$ cat config.mk
export PLATFORM = sky130hd
export DESIGN_NAME = fifo_wr_arbiter
export DESIGN_NICKNAME = d
export VERILOG_FILES = /design/src/rtl/fifo_wr_arbiter.sv
export SDC_FILE = /design/constraint.sdc
export NUM_CORES = 1
export LEC_CHECK = 0
export ABC_AREA = 1
export BUFFER_PORTS_ARGS = -buffer_cell sky130_fd_sc_hd__buf_2
export CORE_MARGIN = 3
export CORE_UTILIZATION = 47
export DETAILED_ROUTE_END_ITERATION = 6
export GPL_ROUTABILITY_DRIVEN = 0
export PLACE_DENSITY = 0.79
export SLEW_MARGIN = 20
export SYNTH_ARGS = -nofsm -noshare
export SYNTH_HDL_FRONTEND = slang
export SYNTH_SLANG_ARGS = --single-unit
$ cat constraint.sdc
create_clock -name wclk -period 2.3 [get_ports wclk]
set_clock_uncertainty 0.2 [all_clocks]
set_input_delay 0.345 -clock wclk [delete_from_list [all_inputs] [get_ports wclk]]
set_output_delay 0.345 -clock wclk [all_outputs]
set_load 0.02 [all_outputs]
$ cat src/rtl/fifo_wr_arbiter.sv
// rtl/fifo_wr_arbiter.sv - two-requester burst arbiter feeding the write side of an async FIFO
// Optional macro FIFO_ALMOST_FULL_EN enables the registered almost-full comparator.
module fifo_wr_arbiter #(
  parameter int ASIZE     = 4,
  parameter int DSIZE     = 8,
  parameter int BURST_LEN = 4,
  parameter int AF_LEVEL  = 2
) (
  input  logic             wclk,
  input  logic             wrst,
  input  logic             req0,
  input  logic             req1,
  input  logic [DSIZE-1:0] wdata0,
  input  logic [DSIZE-1:0] wdata1,
  input  logic [ASIZE:0]   w_rptr,
  output logic             ack0,
  output logic             ack1,
  output logic             mem_we,
  output logic [ASIZE-1:0] mem_waddr,
  output logic [DSIZE-1:0] mem_wdata,
  output logic [ASIZE:0]   wptr,
  output logic             wfull,
  output logic             wafull
);

  typedef enum logic [1:0] {IDLE, OWN0, OWN1} state_t;

  state_t           state;
  logic             last;
  logic [3:0]       cnt;
  logic [ASIZE:0]   wbin;
  logic [ASIZE:0]   bin_next;
  logic [ASIZE:0]   gray_next;
  logic             own_req;
  logic             oth_req;
  logic             burst_done;

  if (BURST_LEN < 1 || BURST_LEN > 15 || AF_LEVEL < 0 || AF_LEVEL > (1 << ASIZE)) begin : g_bad_param
    $error("fifo_wr_arbiter: BURST_LEN or AF_LEVEL out of range");
  end

  always_comb begin
    ack0 = (state == OWN0) && req0 && !wfull;
    ack1 = (state == OWN1) && req1 && !wfull;
  end

  assign mem_we     = ack0 | ack1;
  assign mem_waddr  = wbin[ASIZE-1:0];
  assign mem_wdata  = (state == OWN1) ? wdata1 : wdata0;
  assign bin_next   = wbin + {{ASIZE{1'b0}}, mem_we};
  assign gray_next  = bin_next ^ (bin_next >> 1);
  assign own_req    = (state == OWN1) ? req1 : req0;
  assign oth_req    = (state == OWN1) ? req0 : req1;
  assign burst_done = mem_we && (cnt == 4'(BURST_LEN - 1));

  always_ff @(posedge wclk) begin
    if (wrst) begin
      state <= IDLE;
      last  <= 1'b1;
      cnt   <= 4'd0;
      wbin  <= '0;
      wptr  <= '0;
      wfull <= 1'b0;
    end else begin
      wbin  <= bin_next;
      wptr  <= gray_next;
      // Full when the next write pointer laps the read pointer by exactly one depth.
      wfull <= (gray_next == {~w_rptr[ASIZE:ASIZE-1], w_rptr[ASIZE-2:0]});
      case (state)
        IDLE: begin
          if (req0 && (!req1 || last)) state <= OWN0;
          else if (req1)               state <= OWN1;
        end
        default: begin
          if (!wfull) begin
            if (burst_done || !own_req) begin
              last  <= (state == OWN1);
              cnt   <= 4'd0;
              state <= oth_req ? ((state == OWN1) ? OWN0 : OWN1) : IDLE;
            end else if (mem_we) begin
              cnt <= cnt + 4'd1;
            end
          end
        end
      endcase
    end
  end

`ifdef FIFO_ALMOST_FULL_EN
  function automatic logic [ASIZE:0] gray2bin(input logic [ASIZE:0] g);
    logic [ASIZE:0] b;
    b[ASIZE] = g[ASIZE];
    for (int i = ASIZE - 1; i >= 0; i--) b[i] = b[i+1] ^ g[i];
    return b;
  endfunction

  logic [ASIZE:0] fill;
  assign fill = bin_next - gray2bin(w_rptr);

  always_ff @(posedge wclk) begin
    if (wrst) wafull <= 1'b0;
    else      wafull <= (fill >= (ASIZE+1)'((1 << ASIZE) - AF_LEVEL));
  end
`else
  assign wafull = 1'b0;
`endif

endmodule

==> impl_metrics.xml, run 1 <==
<?xml version="1.0" encoding="UTF-8"?>
<metrics>
  <group name="synth">
    <metric name="post_synth_instance_area" unit="mm²">0.00111</metric>
    <metric name="postSynthNetCount" unit="">203</metric>
    <metric name="ys_types" unit="">28</metric>
    <metric name="syn_area_per_cell" unit="µm²">6.33</metric>
    <metric name="yosysSeqAreaShare" unit="%">30.7</metric>
    <metric name="synth_warnings" unit="">0</metric>
    <metric name="postSynthCellCount" unit="">175</metric>
    <metric name="number_of_register_bits_inferred_by_synthesis" unit="">17</metric>
  </group>
  <group name="worst_setup_path">
    <metric name="worst_path_largest_cell_delay" unit="ns">0.36</metric>
    <metric name="ff2ff_path_depth" unit="">15</metric>
    <metric name="critical_path_peak_fanout" unit="">5</metric>
    <metric name="crit_type" unit="">reg -&gt; reg</metric>
    <metric name="worst-r2r-setup-slack" unit="ns">0.21</metric>
    <metric name="path_cells" unit="">inv_2, nand2_2, inv_2, nand3_4, nand2_2, ha_2, ha_2, nor2_1, nor2_2, nand2_1, nand3_1, nand2_1, nor2_1, nand2_1, nor2_1</metric>
    <metric name="end_kind" unit="">register</metric>
    <metric name="worst_r2r_startpoint" unit="">state[0]</metric>
    <metric name="critical-path-slowest-cell" unit="">dfxtp_2</metric>
    <metric name="timing.critical_path.arrival" unit="ns">2.13</metric>
    <metric name="cp_data_required_time" unit="ns">2.33</metric>
    <metric name="cp-start-kind" unit="">register</metric>
    <metric name="critical_path.reg2reg.endpoint" unit="">wfull</metric>
  </group>
  <group name="timing">
    <metric name="hold_viol" unit="">0</metric>
    <metric name="final.period_utilization" unit="%">91.1</metric>
    <metric name="max_clock_freq" unit="MHz">477</metric>
    <metric name="fin_crit" unit="ns">2.09</metric>
    <metric name="setup_tns" unit="ns">0</metric>
    <metric name="timing.final.ws_setup" unit="ns">0.206</metric>
    <metric name="final-max-slew-violation-count" unit="">0</metric>
    <metric name="finalSetupViolations" unit="">0</metric>
  </group>
  <group name="drt">
    <metric name="detailroute.via_count" unit="">1264</metric>
    <metric name="drc_errors" unit="">0</metric>
    <metric name="detail_route.vias_per_cell" unit="">5.04</metric>
    <metric name="routedWlPerCell" unit="µm">10.6</metric>
    <metric name="postRouteAntennaNets" unit="">0</metric>
    <metric name="drt_iter0_markers" unit="">28</metric>
    <metric name="first_pass_iters" unit="">4</metric>
    <metric name="postRouteWirelength" unit="mm">2.67</metric>
  </group>
  <group name="clock_network">
    <metric name="postCtsSetupBuffers" unit="">0</metric>
    <metric name="clock_transition_time_at_the_flip_flop_clock_pins_of_the_worst_setup_and_hold_paths" unit="ns">0.09</metric>
    <metric name="clock_insertion_delay_worst_skew" unit="ns">0.29</metric>
    <metric name="cts_root_buf" unit="">clkbuf_4</metric>
    <metric name="cts_hold_repair.buffers" unit="">0</metric>
    <metric name="clock_sink_count" unit="">17</metric>
    <metric name="h_tree_levels" unit="">1</metric>
    <metric name="cts.repair.resized" unit="">2</metric>
    <metric name="clock_buffers_created_by_tritoncts" unit="">3</metric>
    <metric name="tritoncts" unit="">built</metric>
    <metric name="cts.path.max_buffers" unit="">2</metric>
  </group>
  <group name="floorplan">
    <metric name="core" unit="mm²">0.00210</metric>
    <metric name="num_rows" unit="">16</metric>
    <metric name="start_util" unit="%">52.7</metric>
    <metric name="die_w" unit="µm">54.5</metric>
    <metric name="io_pins" unit="">47</metric>
    <metric name="die_height" unit="µm">54.5</metric>
    <metric name="die_area" unit="mm²">0.00297</metric>
  </group>
  <group name="final_layout">
    <metric name="instances_no_fill" unit="">251</metric>
    <metric name="layout-area-overhead-vs-synth" unit="%">28.6</metric>
    <metric name="most-common-layout-cells" unit="">60 x nand2_1, 45 x buf_2, 21 x nor2_1</metric>
    <metric name="drive_gt1_share" unit="%">33.9</metric>
    <metric name="mostFrequentLayoutCell" unit="">nand2_1</metric>
    <metric name="finalCoreUtilization" unit="%">67.7</metric>
    <metric name="antenna-diode-count" unit="">0</metric>
    <metric name="fin_nets" unit="">253</metric>
    <metric name="fin_area" unit="mm²">0.00142</metric>
  </group>
  <group name="run">
    <metric name="max-cap-violations" unit="">0</metric>
  </group>
  <group name="power_and_ir_drop">
    <metric name="vdd.ir_drop.worst" unit="V">0.000569</metric>
    <metric name="static-leakage-power" unit="µW">0.000783</metric>
    <metric name="p_clk_share" unit="%">12.3</metric>
    <metric name="seqPwrFrac" unit="%">31.0</metric>
    <metric name="power_density" unit="mW/mm²">922</metric>
    <metric name="cell_internal_pwr" unit="µW">685</metric>
    <metric name="p_sw_share" unit="%">47.8</metric>
    <metric name="switching_power" unit="µW">627</metric>
    <metric name="comb_power_share" unit="%">56.8</metric>
  </group>
  <group name="placed_design">
    <metric name="dp_hpwl" unit="mm">2.13</metric>
    <metric name="detailedPlace.worstSlack" unit="ns">0.000894</metric>
    <metric name="dpl-instance-area" unit="mm²">0.00137</metric>
    <metric name="placed_cells" unit="">247</metric>
    <metric name="numPortBuffers" unit="">45</metric>
  </group>
  <group name="worst_hold_path">
    <metric name="hold_class" unit="">in -&gt; reg</metric>
    <metric name="hold_end" unit="">wfull</metric>
    <metric name="min-delay-start" unit="">w_rptr[3]</metric>
    <metric name="worstHoldPathCells" unit="">4</metric>
  </group>
  <group name="global_routing">
    <metric name="overflow" unit="">0</metric>
    <metric name="first_pass_grt_wire_length" unit="mm">4.12</metric>
    <metric name="grt_antenna_before_repair" unit="">0</metric>
    <metric name="grt_pass1_vias" unit="">1056</metric>
    <metric name="global_route.usage.total" unit="%">18.9</metric>
    <metric name="grt_max_degree" unit="">11</metric>
  </group>
  <group name="outcome">
    <metric name="run_status" unit="">completed</metric>
  </group>
</metrics>
## per-layer routing
metal  GRT usage [%]  share of wire, %
met4            8.71               1.7
met2            33.7                45
met3            3.27                11
met1            21.7                42
met5               0                 0
## how the worst max path moves through the flow
stage / startpoint / endpoint / depth (start not counted) / slack, ns
after global placement: state[0] / wfull / 14 / 0.07
final: state[0] / wfull / 15 / 0.21
after global routing: state[0] / wfull / 16 / -0.004
after detailed placement: state[0] / wfull / 14 / 0.0009
after floorplan: state[0] / wfull / 16 / 0.05
after CTS: state[0] / wfull / 16 / 0.05
## stage by stage
stage               total power [µW]  hold WS (ns)
floorplan                        945         0.247
finish                          1310         0.103
global route                    1430         0.118
detailed placement              1140         0.281
global placement                1120         0.270
CTS                             1310        0.0903
## cell usage after synthesis, drive strengths merged
| library cell | n | share of area, % |
|---|---|---|
| conb | 1 | 0.34 |
| xnor2 | 1 | 0.79 |
| nand3 | 18 | 11 |
| and3 | 1 | 0.57 |
| clkbuf | 1 | 0.34 |
| ha | 3 | 3.4 |
| nor3 | 1 | 0.45 |
| nor2 | 23 | 8.0 |
| clkinv | 1 | 0.34 |
| dfxtp | 17 | 31 |
| o21ai | 5 | 3.3 |
| buf | 3 | 2.1 |
| inv | 19 | 6.4 |
| nand4 | 7 | 4.0 |
| a22oi | 1 | 0.68 |
| a21oi | 4 | 1.8 |
| nand3b | 2 | 1.4 |
| nand2 | 67 | 25 |
## power by group through the flow
stage | clock network, µW | logic [µW] | registers [µW]
floorplan | 0 | 521 | 425
global placement | 0 | 715 | 403
detailed placement | 0 | 736 | 409
CTS | 167 | 738 | 403
global route | 177 | 838 | 414
finish | 161 | 745 | 406
## worst max-delay path, delay by kind of cell (launching register included)
family,cells,cell delay (ns)
adder cells (fa/ha/maj),2,0.42
flip-flops,1,0.36
buffers and inverters,2,0.13
AND/OR/NAND/NOR,11,0.92
## registers in the layout (all words and copies together), names as in the netlist
signal  count
cnt         4
last        1
wfull       1
state       2
wptr        5
wbin        4
## final cells by class
cell class              instances  area, µm²
clock buffers                   4       26.3
fillers                       194        678
multi-input cells             134        689
well taps                      27       33.8
flip-flops and latches         17        344
inverters                      20       75.1
repair buffers                 49        255
## cells by family (layout without fill, tap and decap cells)
family / count (synthesis) / in the layout / synth area share (%)
flops: 17 / 17 / 30.7
xor+xnor: 1 / 1 / 0.791
other cells: 1 / 1 / 0.339
buf+inv: 24 / 73 / 9.26
simple gates: 119 / 119 / 49.7
compound gates: 10 / 10 / 5.76
fa+ha+maj: 3 / 3 / 3.39
(Power assumes the default switching activity.)
==> run 2, diff against run 1 <==
Settings changed: RECOVER_POWER from default to 50.
==> run 2 against run 1 <==
Non-clock buffer count is the same. Setup slack better by 0.0029 ns. Final cell count stayed put. Register-to-register slack about the same. Combinational power down 8.7%. Sequential share of layout area grew 1.1 points. Maximum frequency rose by 0.14%. Critical path depth decreased by 2.
==> impl_metrics.xml, run 2 (synthesis results as in run 1) <==
<?xml version="1.0" encoding="UTF-8"?>
<metrics>
  <group name="outcome">
    <metric name="run_status" unit="">completed</metric>
  </group>
  <group name="floorplan">
    <metric name="core" unit="mm²">0.00210</metric>
    <metric name="die_area" unit="mm²">0.00297</metric>
    <metric name="die_w" unit="µm">54.5</metric>
    <metric name="start_util" unit="%">52.7</metric>
    <metric name="num_rows" unit="">16</metric>
    <metric name="die_height" unit="µm">54.5</metric>
    <metric name="io_pins" unit="">47</metric>
  </group>
  <group name="global_routing">
    <metric name="global_route.usage.total" unit="%">18.9</metric>
    <metric name="grt_antenna_before_repair" unit="">0</metric>
    <metric name="grt_max_degree" unit="">11</metric>
    <metric name="grt_pass1_vias" unit="">1056</metric>
    <metric name="globalRoute.busiestLayer" unit="">met2</metric>
    <metric name="global_routing_met1_resource_utilization" unit="%">21.7</metric>
    <metric name="first_pass_grt_wire_length" unit="mm">4.12</metric>
    <metric name="overflow" unit="">0</metric>
    <metric name="grt.met3_usage" unit="%">3.27</metric>
    <metric name="grtUsageMet2" unit="%">33.7</metric>
  </group>
  <group name="power_and_ir_drop">
    <metric name="static-leakage-power" unit="µW">0.000729</metric>
    <metric name="p_sw_share" unit="%">47.5</metric>
    <metric name="totalPowerFinal" unit="µW">1250</metric>
    <metric name="switching_power" unit="µW">593</metric>
    <metric name="cell_internal_pwr" unit="µW">655</metric>
    <metric name="p_clk_share" unit="%">12.9</metric>
    <metric name="seqPwrFrac" unit="%">32.6</metric>
    <metric name="vdd.ir_drop.worst" unit="V">0.000553</metric>
    <metric name="comb_power_share" unit="%">54.5</metric>
    <metric name="power_density" unit="mW/mm²">915</metric>
  </group>
  <group name="drt">
    <metric name="detailroute.via_count" unit="">1257</metric>
    <metric name="postRouteWirelength" unit="mm">2.66</metric>
    <metric name="routedWlPerCell" unit="µm">10.6</metric>
    <metric name="postRouteAntennaNets" unit="">0</metric>
    <metric name="first_pass_iters" unit="">4</metric>
    <metric name="detail_route.vias_per_cell" unit="">5.01</metric>
    <metric name="drc_errors" unit="">0</metric>
    <metric name="drt_iter0_markers" unit="">23</metric>
  </group>
  <group name="worst_setup_path">
    <metric name="cp_data_required_time" unit="ns">2.33</metric>
    <metric name="critical-path-slowest-cell" unit="">dfxtp_2</metric>
    <metric name="worst_path_largest_cell_delay" unit="ns">0.35</metric>
    <metric name="end_kind" unit="">register</metric>
    <metric name="critical_path_peak_fanout" unit="">5</metric>
    <metric name="path_cells" unit="">inv_1, nand4_1, nand2_2, ha_2, ha_2, nor2_1, nor2_2, nand2_1, nand3_1, nand2_1, nor2_1, nand2_1, nor2_1</metric>
    <metric name="timing.critical_path.arrival" unit="ns">2.12</metric>
    <metric name="crit_type" unit="">reg -&gt; reg</metric>
    <metric name="cp-start-kind" unit="">register</metric>
  </group>
  <group name="timing">
    <metric name="timing.final.ws_setup" unit="ns">0.209</metric>
    <metric name="fin_crit" unit="ns">2.09</metric>
    <metric name="final.period_utilization" unit="%">90.9</metric>
    <metric name="hold_viol" unit="">0</metric>
    <metric name="finalSetupViolations" unit="">0</metric>
    <metric name="final-max-slew-violation-count" unit="">0</metric>
    <metric name="max_clock_freq" unit="MHz">478</metric>
  </group>
  <group name="final_layout">
    <metric name="largest_registers" unit="">wptr (5), cnt (4), wbin (4)</metric>
    <metric name="largest_reg_flops" unit="">5</metric>
    <metric name="mostFrequentLayoutCell" unit="">nand2_1</metric>
    <metric name="registers.top_by_ff_count" unit="">wptr</metric>
    <metric name="antenna-diode-count" unit="">0</metric>
    <metric name="finalCoreUtilization" unit="%">64.8</metric>
    <metric name="most-common-layout-cells" unit="">62 x nand2_1, 35 x buf_2, 21 x nor2_1</metric>
    <metric name="fin_nets" unit="">253</metric>
    <metric name="layout-area-overhead-vs-synth" unit="%">23.1</metric>
    <metric name="fin_area" unit="mm²">0.00136</metric>
    <metric name="drive_gt1_share" unit="%">27.2</metric>
  </group>
  <group name="clock_network">
    <metric name="clock_transition_time_at_the_flip_flop_clock_pins_of_the_worst_setup_and_hold_paths" unit="ns">0.09</metric>
    <metric name="clock_sink_count" unit="">17</metric>
    <metric name="clock_insertion_delay_worst_skew" unit="ns">0.29</metric>
    <metric name="tritoncts" unit="">built</metric>
    <metric name="cts_root_buf" unit="">clkbuf_4</metric>
    <metric name="h_tree_levels" unit="">1</metric>
    <metric name="cts.path.max_buffers" unit="">2</metric>
    <metric name="cts_hold_repair.buffers" unit="">0</metric>
    <metric name="clock_buffers_created_by_tritoncts" unit="">3</metric>
  </group>
  <group name="placed_design">
    <metric name="dpl-instance-area" unit="mm²">0.00137</metric>
    <metric name="numPortBuffers" unit="">45</metric>
    <metric name="dp_hpwl" unit="mm">2.13</metric>
    <metric name="detailedPlace.worstSlack" unit="ns">0.000894</metric>
  </group>
  <group name="run">
    <metric name="max-cap-violations" unit="">0</metric>
  </group>
  <group name="worst_hold_path">
    <metric name="hold_class" unit="">in -&gt; reg</metric>
  </group>
</metrics>
==> run 2: cell types whose count changed in the layout (fill, tap and decap cells not counted), moves of 2 or more <==
cell / before / now
buf_2: 45 / 35
clkbuf_1: 1 / 11
nand2_1: 60 / 62
nand3_1: 15 / 17
nand3_4: 3 / 1
==> run 2: what timing repair did <==
action                     4_1_cts  5_1_grt
buffers inserted                 0        0
setup endpoints to repair        1        2
resized for setup                2        6
==> run 2: critical path, delay by kind of cell (launching register included) <==
family	cells	cell delay [ns]
buf+inv	1	0.11
fa+ha+maj	2	0.43
flops	1	0.35
simple gates	10	0.95
==> run 2: final cells by class <==
class                           instances  area [µm²]
Tap cell                               27        33.8
Timing Repair Buffer                   49         240
Clock buffer                            4        26.3
Inverter                               20        75.1
Fill cell                             205         739
Sequential cell                        17         344
Multi-Input combinational cell        134         643
==> run 2: per-stage QoR <==
stage	std cells	TNS (ns)	hold slack, ns
CTS	251	0	0.0903
floorplan	175	0	0.247
finish	251	0	0.103
global placement	247	0	0.270
global route	251	-0.00246	0.118
detailed placement	247	0	0.281
==> run 2: power groups by stage <==
stage	Sequential (µW)	Combinational, µW	Clock [µW]
after detailed placement	409	736	0
after floorplan	425	521	0
after CTS	403	738	167
after global placement	403	715	0
final	407	680	160
after global routing	415	771	177
==> run 2: per-layer routing <==
metal	part of all wire [%]	vias to the layer above	wire length, µm
met5	0	-	0
met4	1.4	0	38
met3	10	5	273
met2	46	67	1220
met1	42	537	1120
li1	-	648	-
==> run 2: path summary, 6_finish.rpt <==
path | to | startpoint | cells after the start | slack (ns)
setup / recovery | wfull | wfull | 13 | 0.21
hold / removal | wfull | w_rptr[3] | 4 | 0.10
setup reg to reg | wfull | wfull | 13 | 0.21
hold reg to reg | last | last | 2 | 0.30
==> run 3, diff against run 2 <==
Settings changed: RECOVER_POWER 50 to 25.
==> run 3 against run 2 <==
Clock power hardly changed. Highest routed layer unchanged. Sequential share of layout area is 0.92 points lower. Flip-flop and latch count did not move. Via count is essentially flat. Worst hold slack is essentially flat. Total power is 4.8% higher. Maximum frequency fell by 0.19%.
==> impl_metrics.xml, run 3 (synthesis results as in run 1) <==
<?xml version="1.0" encoding="UTF-8"?>
<metrics>
  <group name="timing">
    <metric name="hold_viol" unit="">0</metric>
    <metric name="finalSetupViolations" unit="">0</metric>
    <metric name="final.period_utilization" unit="%">91.1</metric>
    <metric name="max_clock_freq" unit="MHz">477</metric>
    <metric name="fin_hold_ws" unit="ns">0.103</metric>
    <metric name="final-max-slew-violation-count" unit="">0</metric>
    <metric name="fin_crit" unit="ns">2.10</metric>
  </group>
  <group name="global_routing">
    <metric name="overflow" unit="">0</metric>
    <metric name="grt_pass1_vias" unit="">1056</metric>
    <metric name="grt_max_degree" unit="">11</metric>
    <metric name="grt_antenna_before_repair" unit="">0</metric>
    <metric name="global_route.usage.total" unit="%">18.9</metric>
    <metric name="first_pass_grt_wire_length" unit="mm">4.12</metric>
  </group>
  <group name="final_layout">
    <metric name="finalCoreUtilization" unit="%">67.3</metric>
    <metric name="most-common-layout-cells" unit="">60 x nand2_1, 37 x buf_2, 21 x nor2_1</metric>
    <metric name="largest_reg_flops" unit="">5</metric>
    <metric name="layout-area-overhead-vs-synth" unit="%">27.7</metric>
    <metric name="antenna-diode-count" unit="">0</metric>
    <metric name="registers.top_by_ff_count" unit="">wptr</metric>
    <metric name="instances_no_fill" unit="">251</metric>
    <metric name="drive_gt1_share" unit="%">30.4</metric>
    <metric name="fin_nets" unit="">253</metric>
    <metric name="largest_registers" unit="">wptr (5), cnt (4), wbin (4)</metric>
    <metric name="mostFrequentLayoutCell" unit="">nand2_1</metric>
    <metric name="fin_area" unit="mm²">0.00141</metric>
  </group>
  <group name="clock_network">
    <metric name="h_tree_levels" unit="">1</metric>
    <metric name="cts_root_buf" unit="">clkbuf_4</metric>
    <metric name="clock_insertion_delay_worst_skew" unit="ns">0.29</metric>
    <metric name="cts.path.max_buffers" unit="">2</metric>
    <metric name="clock_sink_count" unit="">17</metric>
    <metric name="postCtsSetupBuffers" unit="">0</metric>
    <metric name="cts_hold_repair.buffers" unit="">0</metric>
    <metric name="clock_buffers_created_by_tritoncts" unit="">3</metric>
    <metric name="clock_transition_time_at_the_flip_flop_clock_pins_of_the_worst_setup_and_hold_paths" unit="ns">0.09</metric>
    <metric name="tritoncts" unit="">built</metric>
  </group>
  <group name="worst_setup_path">
    <metric name="critical_path_peak_fanout" unit="">5</metric>
    <metric name="timing.critical_path.arrival" unit="ns">2.13</metric>
    <metric name="cp_data_required_time" unit="ns">2.33</metric>
    <metric name="end_kind" unit="">register</metric>
    <metric name="crit_type" unit="">reg -&gt; reg</metric>
    <metric name="cp-start-kind" unit="">register</metric>
  </group>
  <group name="floorplan">
    <metric name="die_w" unit="µm">54.5</metric>
    <metric name="core" unit="mm²">0.00210</metric>
    <metric name="start_util" unit="%">52.7</metric>
    <metric name="num_rows" unit="">16</metric>
    <metric name="die_area" unit="mm²">0.00297</metric>
    <metric name="io_pins" unit="">47</metric>
    <metric name="die_height" unit="µm">54.5</metric>
  </group>
  <group name="placed_design">
    <metric name="dpl-instance-area" unit="mm²">0.00137</metric>
    <metric name="numPortBuffers" unit="">45</metric>
    <metric name="placed_cells" unit="">247</metric>
    <metric name="dp_hpwl" unit="mm">2.13</metric>
  </group>
  <group name="power_and_ir_drop">
    <metric name="totalPowerFinal" unit="µW">1310</metric>
    <metric name="vdd.ir_drop.worst" unit="V">0.000569</metric>
    <metric name="static-leakage-power" unit="µW">0.000749</metric>
    <metric name="power_density" unit="mW/mm²">924</metric>
  </group>
  <group name="drt">
    <metric name="first_pass_iters" unit="">4</metric>
    <metric name="postRouteWirelength" unit="mm">2.66</metric>
    <metric name="drc_errors" unit="">0</metric>
    <metric name="detailroute.via_count" unit="">1258</metric>
    <metric name="drt_iter0_markers" unit="">13</metric>
    <metric name="detail_route.vias_per_cell" unit="">5.01</metric>
    <metric name="routedWlPerCell" unit="µm">10.6</metric>
    <metric name="postRouteAntennaNets" unit="">0</metric>
  </group>
  <group name="outcome">
    <metric name="run_status" unit="">completed</metric>
  </group>
  <group name="run">
    <metric name="max-cap-violations" unit="">0</metric>
  </group>
  <group name="worst_hold_path">
    <metric name="hold_class" unit="">in -&gt; reg</metric>
  </group>
</metrics>
-- run 3: cell count changes in the layout (fill, tap and decap cells not counted), moves of 2 or more --
cell,change
buf_2,+2
clkbuf_1,-2
nand2_1,-2
nand3_1,-2
nand3_4,+2
-- run 3: power breakdown --
| part | internal, µW | switching (µW) |
|---|---|---|
| logic | 256 | 483 |
| registers | 356 | 51.4 |
| clock network | 67.5 | 92.9 |
-- run 3: per-stage QoR --
stage / worst slack (ns) / setup TNS (ns)
floorplan: 0.0489 / 0
global placement: 0.0749 / 0
detailed placement: 0.000894 / 0
CTS: 0.0464 / 0
global route: -0.00371 / -0.00371
finish: 0.205 / 0
-- run 3: layer usage --
layer / GRT usage, % / vias up / share of wire (%) / wire (µm)
met1: 21.7 / 536 / 43 / 1130
li1: - / 650 / - / -
met5: 0 / - / 0 / 0
met3: 3.27 / 7 / 10 / 273
met4: 8.71 / 0 / 1.7 / 46
met2: 33.7 / 65 / 45 / 1210
-- run 3: what timing repair did --
item                       CTS  global route
pin swaps                    0             0
gates resized for setup      2             6
setup endpoints to repair    1             2
-- run 3: layout make-up --
cell class / count / area (µm²)
Clock buffer: 4 / 26.3
Inverter: 20 / 75.1
Tap cell: 27 / 33.8
Sequential cell: 17 / 344
Timing Repair Buffer: 49 / 245
Fill cell: 197 / 688
Multi-Input combinational cell: 134 / 689
-- run 3: worst paths after layout --
kind / startpoint / end / slack, ns / cells past startpoint
worst max register to register: state[0] / wfull / 0.20 / 15
worst max-delay path: state[0] / wfull / 0.20 / 15
worst min register to register: last / last / 0.30 / 2
worst min-delay path: w_rptr[3] / wfull / 0.10 / 4
-- run 3: worst max-delay path, cell delays in order (launching register included) --
cell and delay, ns:
dfxtp_2 0.36, inv_2 0.06, nand2_2 0.05, inv_2 0.07
nand3_4 0.09, nand2_2 0.08, ha_2 0.18, ha_2 0.24
nor2_1 0.07, nor2_2 0.18, nand2_1 0.09, nand3_1 0.09
nand2_1 0.06, nor2_1 0.09, nand2_1 0.05, nor2_1 0.07
